`src/rtl/vga_game_pkg.sv`:
```
// Shared VGA game definitions: arrow scan codes, move encoding, FSM states and
// square placement defaults used by the scheduler and the square-select logic.
package vga_game_pkg;

  localparam logic [7:0] KEY_UP    = 8'h75;
  localparam logic [7:0] KEY_DOWN  = 8'h72;
  localparam logic [7:0] KEY_LEFT  = 8'h6b;
  localparam logic [7:0] KEY_RIGHT = 8'h74;

  localparam int unsigned COORD_W    = 10;
  localparam int unsigned DEF_STEP   = 5;
  localparam int unsigned DEF_X_INIT = 220;
  localparam int unsigned DEF_Y_INIT = 300;
  localparam int unsigned DEF_X_MAX  = 427;
  localparam int unsigned DEF_Y_MAX  = 600;

  typedef enum logic [1:0] {
    DIR_UP    = 2'd0,
    DIR_DOWN  = 2'd1,
    DIR_LEFT  = 2'd2,
    DIR_RIGHT = 2'd3
  } dir_e;

  typedef enum logic {
    ST_IDLE  = 1'b0,
    ST_APPLY = 1'b1
  } state_e;

  typedef struct packed {
    logic [COORD_W-1:0] x;
    logic [COORD_W-1:0] y;
  } coord_t;

  function automatic logic is_arrow(input logic [7:0] code);
    return code inside {KEY_UP, KEY_DOWN, KEY_LEFT, KEY_RIGHT};
  endfunction

  function automatic dir_e encode_dir(input logic [7:0] code);
    case (code)
      KEY_DOWN:  return DIR_DOWN;
      KEY_LEFT:  return DIR_LEFT;
      KEY_RIGHT: return DIR_RIGHT;
      default:   return DIR_UP;
    endcase
  endfunction

  // Saturating step towards zero.
  function automatic logic [COORD_W-1:0] clamp_dec(input logic [COORD_W-1:0] v,
                                                    input logic [COORD_W-1:0] step);
    return (v >= step) ? v - step : '0;
  endfunction

  // Step towards max with an extra carry bit so the sum cannot wrap.
  function automatic logic [COORD_W-1:0] clamp_inc(input logic [COORD_W-1:0] v,
                                                    input logic [COORD_W-1:0] step,
                                                    input logic [COORD_W-1:0] max);
    logic [COORD_W:0] sum;
    sum = {1'b0, v} + {1'b0, step};
    return (sum <= {1'b0, max}) ? sum[COORD_W-1:0] : max;
  endfunction

endpackage

```
`src/rtl/move_fifo.sv`:
```
// Small circular FIFO of queued moves; push while full is dropped unless a
// pop in the same cycle frees a slot.
module move_fifo #(
  parameter  int unsigned DEPTH = 4,
  parameter  int unsigned WIDTH = 2,
  localparam int unsigned AW    = $clog2(DEPTH),
  localparam int unsigned LW    = AW + 1
) (
  input  logic             iVGA_CLK,
  input  logic             iRST_n,
  input  logic             push,
  input  logic [WIDTH-1:0] wdata,
  input  logic             pop,
  output logic [WIDTH-1:0] rdata_c,
  output logic             full_c,
  output logic             empty_c,
  output logic [LW-1:0]    level,
  output logic             drop_c
);

  logic [WIDTH-1:0] mem [DEPTH];
  logic [AW-1:0]    wr_ptr;
  logic [AW-1:0]    rd_ptr;
  logic             do_push;
  logic             do_pop;

  assign full_c  = (level == LW'(DEPTH));
  assign empty_c = (level == '0);
  assign do_pop  = pop && !empty_c;
  assign do_push = push && (!full_c || do_pop);
  assign drop_c  = push && full_c && !do_pop;
  assign rdata_c = mem[rd_ptr];

  // Pointers wrap naturally because DEPTH is a power of two.
  always_ff @(posedge iVGA_CLK or negedge iRST_n) begin
    if (!iRST_n) begin
      wr_ptr <= '0;
      rd_ptr <= '0;
      level  <= '0;
    end else begin
      if (do_push) wr_ptr <= wr_ptr + AW'(1);
      if (do_pop)  rd_ptr <= rd_ptr + AW'(1);
      case ({do_push, do_pop})
        2'b10:   level <= level + LW'(1);
        2'b01:   level <= level - LW'(1);
        default: level <= level;
      endcase
    end
  end

  always_ff @(posedge iVGA_CLK) begin
    if (do_push) mem[wr_ptr] <= wdata;
  end

endmodule

```
`src/rtl/sprite_move_scheduler.sv`:
```
// Turns PS/2 arrow-key events into square moves, applied only at frame start
// and clamped to the playfield.
module sprite_move_scheduler
  import vga_game_pkg::*;
#(
  parameter  int unsigned STEP            = DEF_STEP,
  parameter  int unsigned X_INIT          = DEF_X_INIT,
  parameter  int unsigned Y_INIT          = DEF_Y_INIT,
  parameter  int unsigned X_MAX           = DEF_X_MAX,
  parameter  int unsigned Y_MAX           = DEF_Y_MAX,
  parameter  int unsigned DEPTH           = 4,
  parameter  int unsigned MOVES_PER_FRAME = 1,
  localparam int unsigned LW              = $clog2(DEPTH) + 1
) (
  input  logic               iVGA_CLK,
  input  logic               iRST_n,
  input  logic [7:0]         ps2_out,
  input  logic               ps2_key_pressed,
  input  logic               iVS,
  output logic [COORD_W-1:0] oX,
  output logic [COORD_W-1:0] oY,
  output logic               oBusy,
  output logic               oDrop,
  output logic [LW-1:0]      oLevel
);

  localparam int unsigned CNT_W = $clog2(MOVES_PER_FRAME + 1);

  logic             key_s1, key_s2, key_s3;
  logic             vs_d1, vs_d2;
  logic             key_push;
  logic             frame_start;
  logic             fifo_pop;
  logic [1:0]       head_dir;
  logic             fifo_full_c, fifo_empty_c, fifo_drop_c;
  state_e           state, state_next;
  logic [CNT_W-1:0] cnt, cnt_next;
  coord_t           pos, pos_next;

  function automatic coord_t apply_move(input coord_t p, input dir_e d);
    coord_t r;
    r = p;
    case (d)
      DIR_UP:    r.x = clamp_dec(p.x, COORD_W'(STEP));
      DIR_DOWN:  r.x = clamp_inc(p.x, COORD_W'(STEP), COORD_W'(X_MAX));
      DIR_LEFT:  r.y = clamp_dec(p.y, COORD_W'(STEP));
      DIR_RIGHT: r.y = clamp_inc(p.y, COORD_W'(STEP), COORD_W'(Y_MAX));
    endcase
    return r;
  endfunction

  // Key strobe synchroniser with edge history; VS history resets high so
  // leaving reset never looks like a frame start.
  always_ff @(posedge iVGA_CLK or negedge iRST_n) begin
    if (!iRST_n) begin
      key_s1 <= 1'b0;
      key_s2 <= 1'b0;
      key_s3 <= 1'b0;
      vs_d1  <= 1'b1;
      vs_d2  <= 1'b1;
    end else begin
      key_s1 <= ps2_key_pressed;
      key_s2 <= key_s1;
      key_s3 <= key_s2;
      vs_d1  <= iVS;
      vs_d2  <= vs_d1;
    end
  end

  assign key_push    = key_s2 && !key_s3 && is_arrow(ps2_out);
  assign frame_start = vs_d2 && !vs_d1;

  move_fifo #(.DEPTH(DEPTH), .WIDTH(2)) u_fifo (
    .iVGA_CLK (iVGA_CLK),
    .iRST_n   (iRST_n),
    .push     (key_push),
    .wdata    (2'(encode_dir(ps2_out))),
    .pop      (fifo_pop),
    .rdata_c  (head_dir),
    .full_c   (fifo_full_c),
    .empty_c  (fifo_empty_c),
    .level    (oLevel),
    .drop_c   (fifo_drop_c)
  );

  always_ff @(posedge iVGA_CLK or negedge iRST_n) begin
    if (!iRST_n) begin
      state <= ST_IDLE;
      cnt   <= '0;
      pos   <= '{x: COORD_W'(X_INIT), y: COORD_W'(Y_INIT)};
      oDrop <= 1'b0;
    end else begin
      state <= state_next;
      cnt   <= cnt_next;
      pos   <= pos_next;
      oDrop <= fifo_drop_c;
    end
  end

  // Next state: one pop and coordinate update per APPLY cycle.
  always_comb begin
    state_next = state;
    cnt_next   = cnt;
    pos_next   = pos;
    fifo_pop   = 1'b0;
    case (state)
      ST_IDLE: begin
        cnt_next = '0;
        if (frame_start && !fifo_empty_c) state_next = ST_APPLY;
      end
      ST_APPLY: begin
        fifo_pop = 1'b1;
        cnt_next = cnt + CNT_W'(1);
        pos_next = apply_move(pos, dir_e'(head_dir));
        if (cnt_next == CNT_W'(MOVES_PER_FRAME) ||
            (oLevel == LW'(1) && !key_push))
          state_next = ST_IDLE;
      end
      default: state_next = ST_IDLE;
    endcase
  end

  assign oX    = pos.x;
  assign oY    = pos.y;
  assign oBusy = (state == ST_APPLY);

endmodule

```
`config.mk`:
```
export PLATFORM = sky130hd
export DESIGN_NAME = sprite_move_scheduler
export DESIGN_NICKNAME = d
export VERILOG_FILES = /design/src/rtl/vga_game_pkg.sv /design/src/rtl/move_fifo.sv /design/src/rtl/sprite_move_scheduler.sv
export SDC_FILE = /design/constraint.sdc
export NUM_CORES = 1
export LEC_CHECK = 0
export CAP_MARGIN = 20
export CELL_PAD_IN_SITES_DETAIL_PLACEMENT = 1
export CELL_PAD_IN_SITES_GLOBAL_PLACEMENT = 1
export CORE_UTILIZATION = 43
export DETAILED_ROUTE_END_ITERATION = 6
export GPL_ROUTABILITY_DRIVEN = 0
export PLACE_DENSITY = 0.89
export SLEW_MARGIN = 30
export SYNTH_ARGS = -nofsm -noshare
export SYNTH_HDL_FRONTEND = slang
export SYNTH_SLANG_ARGS = --single-unit
export TNS_END_PERCENT = 5
```
`constraint.sdc`:
```
create_clock -name iVGA_CLK -period 3.15 [get_ports iVGA_CLK]
set_input_delay 0.63 -clock iVGA_CLK [delete_from_list [all_inputs] [get_ports iVGA_CLK]]
set_output_delay 0.63 -clock iVGA_CLK [all_outputs]
set_load 0.01 [all_outputs]
```
Yosys cells after proc, flatten, opt, wreduce, memory -nomap -nowiden:

Memory sizes are Yosys's and may differ from the RTL's.
Cells that the tools add are included.

* register bits after elaboration: 35
* RAM bits: 8
* input bits: 12
* output and inout bits: 25
* logic and storage cells: 79
* memories kept: 1

Memories
* u_fifo.mem: words 4, bits a word 2, rd ports 1, clocked after Yosys merged registers in 0, wr ports 1, line move_fifo.sv:21 `logic [WIDTH-1:0] mem [DEPTH];`

* $add $sub $neg: 9
* order comparisons: 4
* equal/unequal tests: 11
* multiplexer cells: 15
* bitwise gates (word level): 1
* reductions and logical operators: 25

Operators by type and width (number)
* $mux 10: 4
* $pmux 10 s2: 2
* $eq 8x7->1 const B: 4
* $add 10x3->11 const B: 2
* $ge 10x3->1 const B: 2
* $sub 10x3->10 const B: 2
* $le 11x10->1 const B: 1
* $le 11x9->1 const B: 1
* $logic_and 1x1->1: 9
* $eq 2x2->1 const B: 3
* $logic_not 1->1: 6
* $pmux 2 s3: 1
* $pmux 3 s2: 1
* $reduce_bool 2->1: 3
* $mux 1: 5
* $add 2x1->2 const B: 2
* $eq 2x1->1 const B: 2
* $pmux 1 s2: 2
* $reduce_and 2->1: 2
* $reduce_bool 4->1: 1
* $add 3x1->3 const B: 1
* $eq 3x1->1 const B: 1
* $eq 3x3->1 const B: 1
* $logic_not 3->1: 1
* 5 further kinds: 6

Depth between registers and ports, before layout:

* depth after elaboration: 8
* mapped depth: 10
* mapped depth without buffers: 9

Cells and area by module:

Synthesis repeated with hierarchy kept, for this count alone.

* cells, all modules: 387
* area, all modules: 3365.7 sq um

By module, submodules not included
* sprite_move_scheduler: times used 1, cells an instance 329, area each 2568.7 sq um
* move_fifo: times used 1, cells an instance 58, area each 797.0 sq um

Worst setup path before layout:

OpenSTA, ideal clock, no wires.

* kind: input to register
* start: input ps2_out[0]
* end: register u_fifo.level[2]
* library setup time: 0.129 ns
* arrival: 2.347 ns
* data required time: 3.021 ns
* slack: 0.674 ns
* cell stages on the path: 9
* cell sequence: or3b_2 > a21oi_1 > o21ai_0 > a31oi_1 > inv_1 > ha_1 > mux2i_1 > nor2_1 > xor2_1

* cells in the longest elaborated chain, start to end: 6

RTL lines
* from (decl): line sprite_move_scheduler.sv:17 `input logic [7:0] ps2_out,`
* $eq 8x7->1: line vga_game_pkg.sv:35 `return code inside {KEY_UP, KEY_DOWN, KEY_LEFT, KEY_RIGHT};`
* $reduce_bool 4->1 *: line vga_game_pkg.sv:35
* $logic_and 1x1->1 *: line sprite_move_scheduler.sv:70 `assign key_push = key_s2 && !key_s3 && is_arrow(ps2_out);`
* $logic_and 1x1->1 *: line move_fifo.sv:30 `assign do_push = push && (!full_c || do_pop);`
* $eq 2x1->1 or $eq 2x2->1 (tied branches): line move_fifo.sv:43 `case ({do_push, do_pop})`
* $pmux 3 s2 or $reduce_bool 2->1 (tied branches)
* to (signal assigned): line move_fifo.sv:44 `2'b10: level <= level + LW'(1);`
* to (signal assigned): line move_fifo.sv:45 `2'b01: level <= level - LW'(1);`
* to (signal assigned): line move_fifo.sv:46 `default: level <= level;`
* to (decl): line move_fifo.sv:17 `output logic [LW-1:0] level,`

Every way passes the cells marked *; elsewhere a longest branch is shown, timed or not.
A chain may end at the register's enable or synchronous reset.

Worst setup path after layout:

* start: register pos (netlist bit oY[0])
* end: register pos (netlist bit oY[3])

* cells in the longest elaborated chain, start to end: 4

RTL lines
* from (decl): line sprite_move_scheduler.sv:38 `coord_t pos, pos_next;`
* from (signal assigned): line sprite_move_scheduler.sv:90 `pos <= '{x: COORD_W'(X_INIT), y: COORD_W'(Y_INIT)};`
* from (signal assigned): line sprite_move_scheduler.sv:95 `pos <= pos_next;`
* $add 10x3->11: line vga_game_pkg.sv:58 `sum = {1'b0, v} + {1'b0, step};`
* $le 11x10->1: line vga_game_pkg.sv:59 `return (sum <= {1'b0, max}) ? sum[COORD_W-1:0] : max;`
* $mux 10: line vga_game_pkg.sv:59
* $pmux 10 s2 *: line sprite_move_scheduler.sv:43 `case (d)`

Marks and branches as above.

==> metrics.cfg <==
[synth]
syn_nets = 400
yosys_warnings = 0
synth-edff-count = 8
ys_async_sr_fraction_pct = 81.4
synth_flop_cell = dfrtp_1
synth.avg_cell_area_um2 = 8.61
syn-instance-count = 371
seq_area_frac_synth_pct = 35.4
ys_ff_latch = 43
synth_area_um2 = 3190
synthDistinctLibCells = 62

[setup_path]
crit_slowest_cell = o31ai_1
required_ns = 3.38
r2r_slack_ns = 0.28
ff2ff_path_depth = 7
cp_top_family = compound AO/OA/AOI/OAI gates
worstPathMaxFanout = 12
cp-end-kind = register
r2r_end = oY[3]
reg2reg_from = oY[0]
critPathKind = reg2reg
start_kind = register
path_buf_inv = 0
cp_data_arrival_time_ns = 3.11
path_cells = ha_1 > o21ai_0 > nand4_1 > o311ai_0 > o31ai_1 > a21oi_1 > o31a_1
cp_slowest_stage_delay_ns = 0.85

[worst_hold_path]
hp-class = reg2reg
hp-start = key_s1
holdPathStages = 0
holdPathEnd = key_s2

[layout]
post_route_cells_drive_above_1_share_pct = 8.08
final_common_cell = clkdlybuf4s50_1
postLayoutCellArea_um2 = 3720
nFillCells = 881
nNetsFinal = 424
regArea_um2 = 1130
antennaDiodeCount = 0
mostFrequentLayoutCells = 35 x clkdlybuf4s50_1, 31 x nand2_1, 27 x nor2_1
syn2layout_area_growth_pct = 16.5
multi_input_area_um2 = 1880

[grt]
gr-total-overflow = 0
grt_max_degree = 36
antenna_found_initial = 0
globalRouteTotalUtil_pct = 24.2
grt_pass1_wl_um = 14600
grt_pass1_vias = 2982

[timing]
tns_ns = 0
timing.slew.headroom_pct = 31.3
worstMarginPinSlew_ns = 1.02
max_freq_ghz = 0.348
rsz0062_at_grt = false
fin_crit_ns = 2.87
report.final.slew_viol_count = 0
clock_skew_ns = 0.00490
setup_violations = 0
hold_violations = 0
period_share_pct = 91.2

[route]
first_pass_iters = 4
ant_nets = 0
avgViaCountPerCell = 6.05
wl_per_cell_um = 18.0
drcViolationCount = 0
totalWireLength_um = 8920
via_count = 2995
drt_iter0_drc = 250

[power_and_ir_drop]
p_sw_uw = 1300
power_leakage_uw = 0.00143
ir_drop_mv = 0.299
pwr_density_cell_nw_per_um2 = 770
power.internal_uw = 1570
clockPowerShare_pct = 15.5
pwr-share-comb_pct = 50.1
p_sw_share_pct = 45.3
power_frac_seq_pct = 34.3

[place]
port_buffers = 36
hpwl_um = 6360
placed_area_um2 = 3610

[clock_network]
cts_tree = built
cts_max_path_buffers = 2
cts_inserted_buffers = 5
ctsResizeCount = 0
cts_htree_levels = 2
cts_setup_buffers = 0
path_clk_slew_ns = 0.09
clk_latency_ns = 0.30
cts.sinks = 43
ctsHoldBuffers = 0
root_buffer = clkbuf_8

[job]
maxCapViolCount = 0

[floorplan]
dieHeight_um = 88.2
rows = 31
die_w_um = 88.2
core_um2 = 7210
ios = 37
die_area_um2 = 7770
start_util_pct = 44.3

[run_status]
outcome = finished, final reports clean

==> worst register-to-register path, cell delays in order (launching register included) <==
cell and delay [ns]:
dfrtp_1 0.59, ha_1 0.39, o21ai_0 0.13, nand4_1 0.10, o311ai_0 0.14, o31ai_1 0.85
a21oi_1 0.27, o31a_1 0.35
==> final cells by class <==
class,count,area share (%)
Timing Repair Buffer,41,10.6
Inverter,21,2.12
Clock inverter,3,1.14
Clock buffer,5,1.85
Sequential cell,43,30.4
Multi-Input combinational cell,283,50.6
Tap cell,99,3.33
==> Yosys cell counts, drive strengths merged (4+ instances only) <==
master	number	area share (%)
a21oi	25	3.9
buf	5	0.98
o21ai	24	3.8
xnor2	10	2.7
ha	17	6.7
o22ai	5	0.98
nand3b	5	1.2
o21a	4	0.94
nor2	27	3.2
dfrtp	24	19
o31ai	5	1.2
nor3	12	1.9
edfxtp	8	7.5
o2111ai	4	1.1
nor4	5	0.98
nand3	11	1.7
clkbuf	19	2.3
inv	21	2.5
o311ai	4	1.1
dfstp	11	9.1
nand2	31	3.6
nand4	8	1.6
and2	8	1.6
nand2b	11	2.2
nor2b	5	0.98
o211ai	8	1.9
xor2	6	1.6
==> cell families after synthesis <==
kind of cell / Yosys count / share of synthesized area (%)
flip-flops: 43 / 35.4
AO/OA/AOI/OAI: 106 / 22.1
buffers and inverters: 45 / 5.72
AND/OR/NAND/NOR: 139 / 23.0
adder cells (fa/ha/maj): 17 / 6.66
multiplexers: 5 / 2.74
XOR/XNOR: 16 / 4.39
==> metrics by stage <==
stage / util, % / hold WS, ns / worst slack, ns / total power (µW) / std cells
6_report: 51.6 / 0.356 / 0.277 / 2860 / 495
5_1_grt: 51.6 / 0.362 / 0.135 / 3080 / 495
4_1_cts: 51.5 / 0.360 / 0.364 / 2860 / 495
3_5_place_dp: 50.0 / 0.339 / 0.197 / 2390 / 487
3_3_place_gp: 50.0 / 0.337 / 0.346 / 2300 / 487
2_1_floorplan: - / 0.331 / 0.674 / 1880 / 371
==> state kept, by name, summed over array words and instances, names as in the netlist <==
register,flops
cnt,1
key_s1,1
key_s2,1
key_s3,1
oBusy,1
oDrop,1
oX,10
oY,10
u_fifo.level,3
u_fifo.mem,8
u_fifo.rd_ptr,2
u_fifo.wr_ptr,2
vs_d1,1
vs_d2,1
==> metal layers <==
layer	track usage, %	wire length, µm	part of all wire, %	vias up
li1	-	-	-	1410
met1	31.0	3920	44	1498
met2	42.4	4540	51	76
met3	3.11	330	3.7	11
met4	7.48	126	1.4	0
met5	0	0	0	-
==> worst max-delay path by stage <==
| stage | from | to | slack (ns) | cells after the start |
|---|---|---|---|---|
| CTS | oX[5] | oX[3] | 0.36 | 6 |
| finish | oY[0] | oY[3] | 0.28 | 7 |
| detailed placement | ps2_out[4] | u_fifo.level[2] | 0.20 | 10 |
| global route | oY[0] | oY[3] | 0.14 | 7 |
| global placement | ps2_out[4] | u_fifo.level[2] | 0.35 | 9 |
| floorplan | ps2_out[0] | u_fifo.level[2] | 0.67 | 9 |
==> power groups by stage <==
stage | Combinational [µW] | Clock (µW) | Sequential (µW)
6_report | 1440 | 445 | 983
4_1_cts | 1420 | 458 | 977
2_1_floorplan | 1010 | 0 | 876
3_5_place_dp | 1410 | 0 | 984
5_1_grt | 1590 | 470 | 1020
3_3_place_gp | 1330 | 0 | 968
Note: power is estimated with default switching activity, not from simulation.
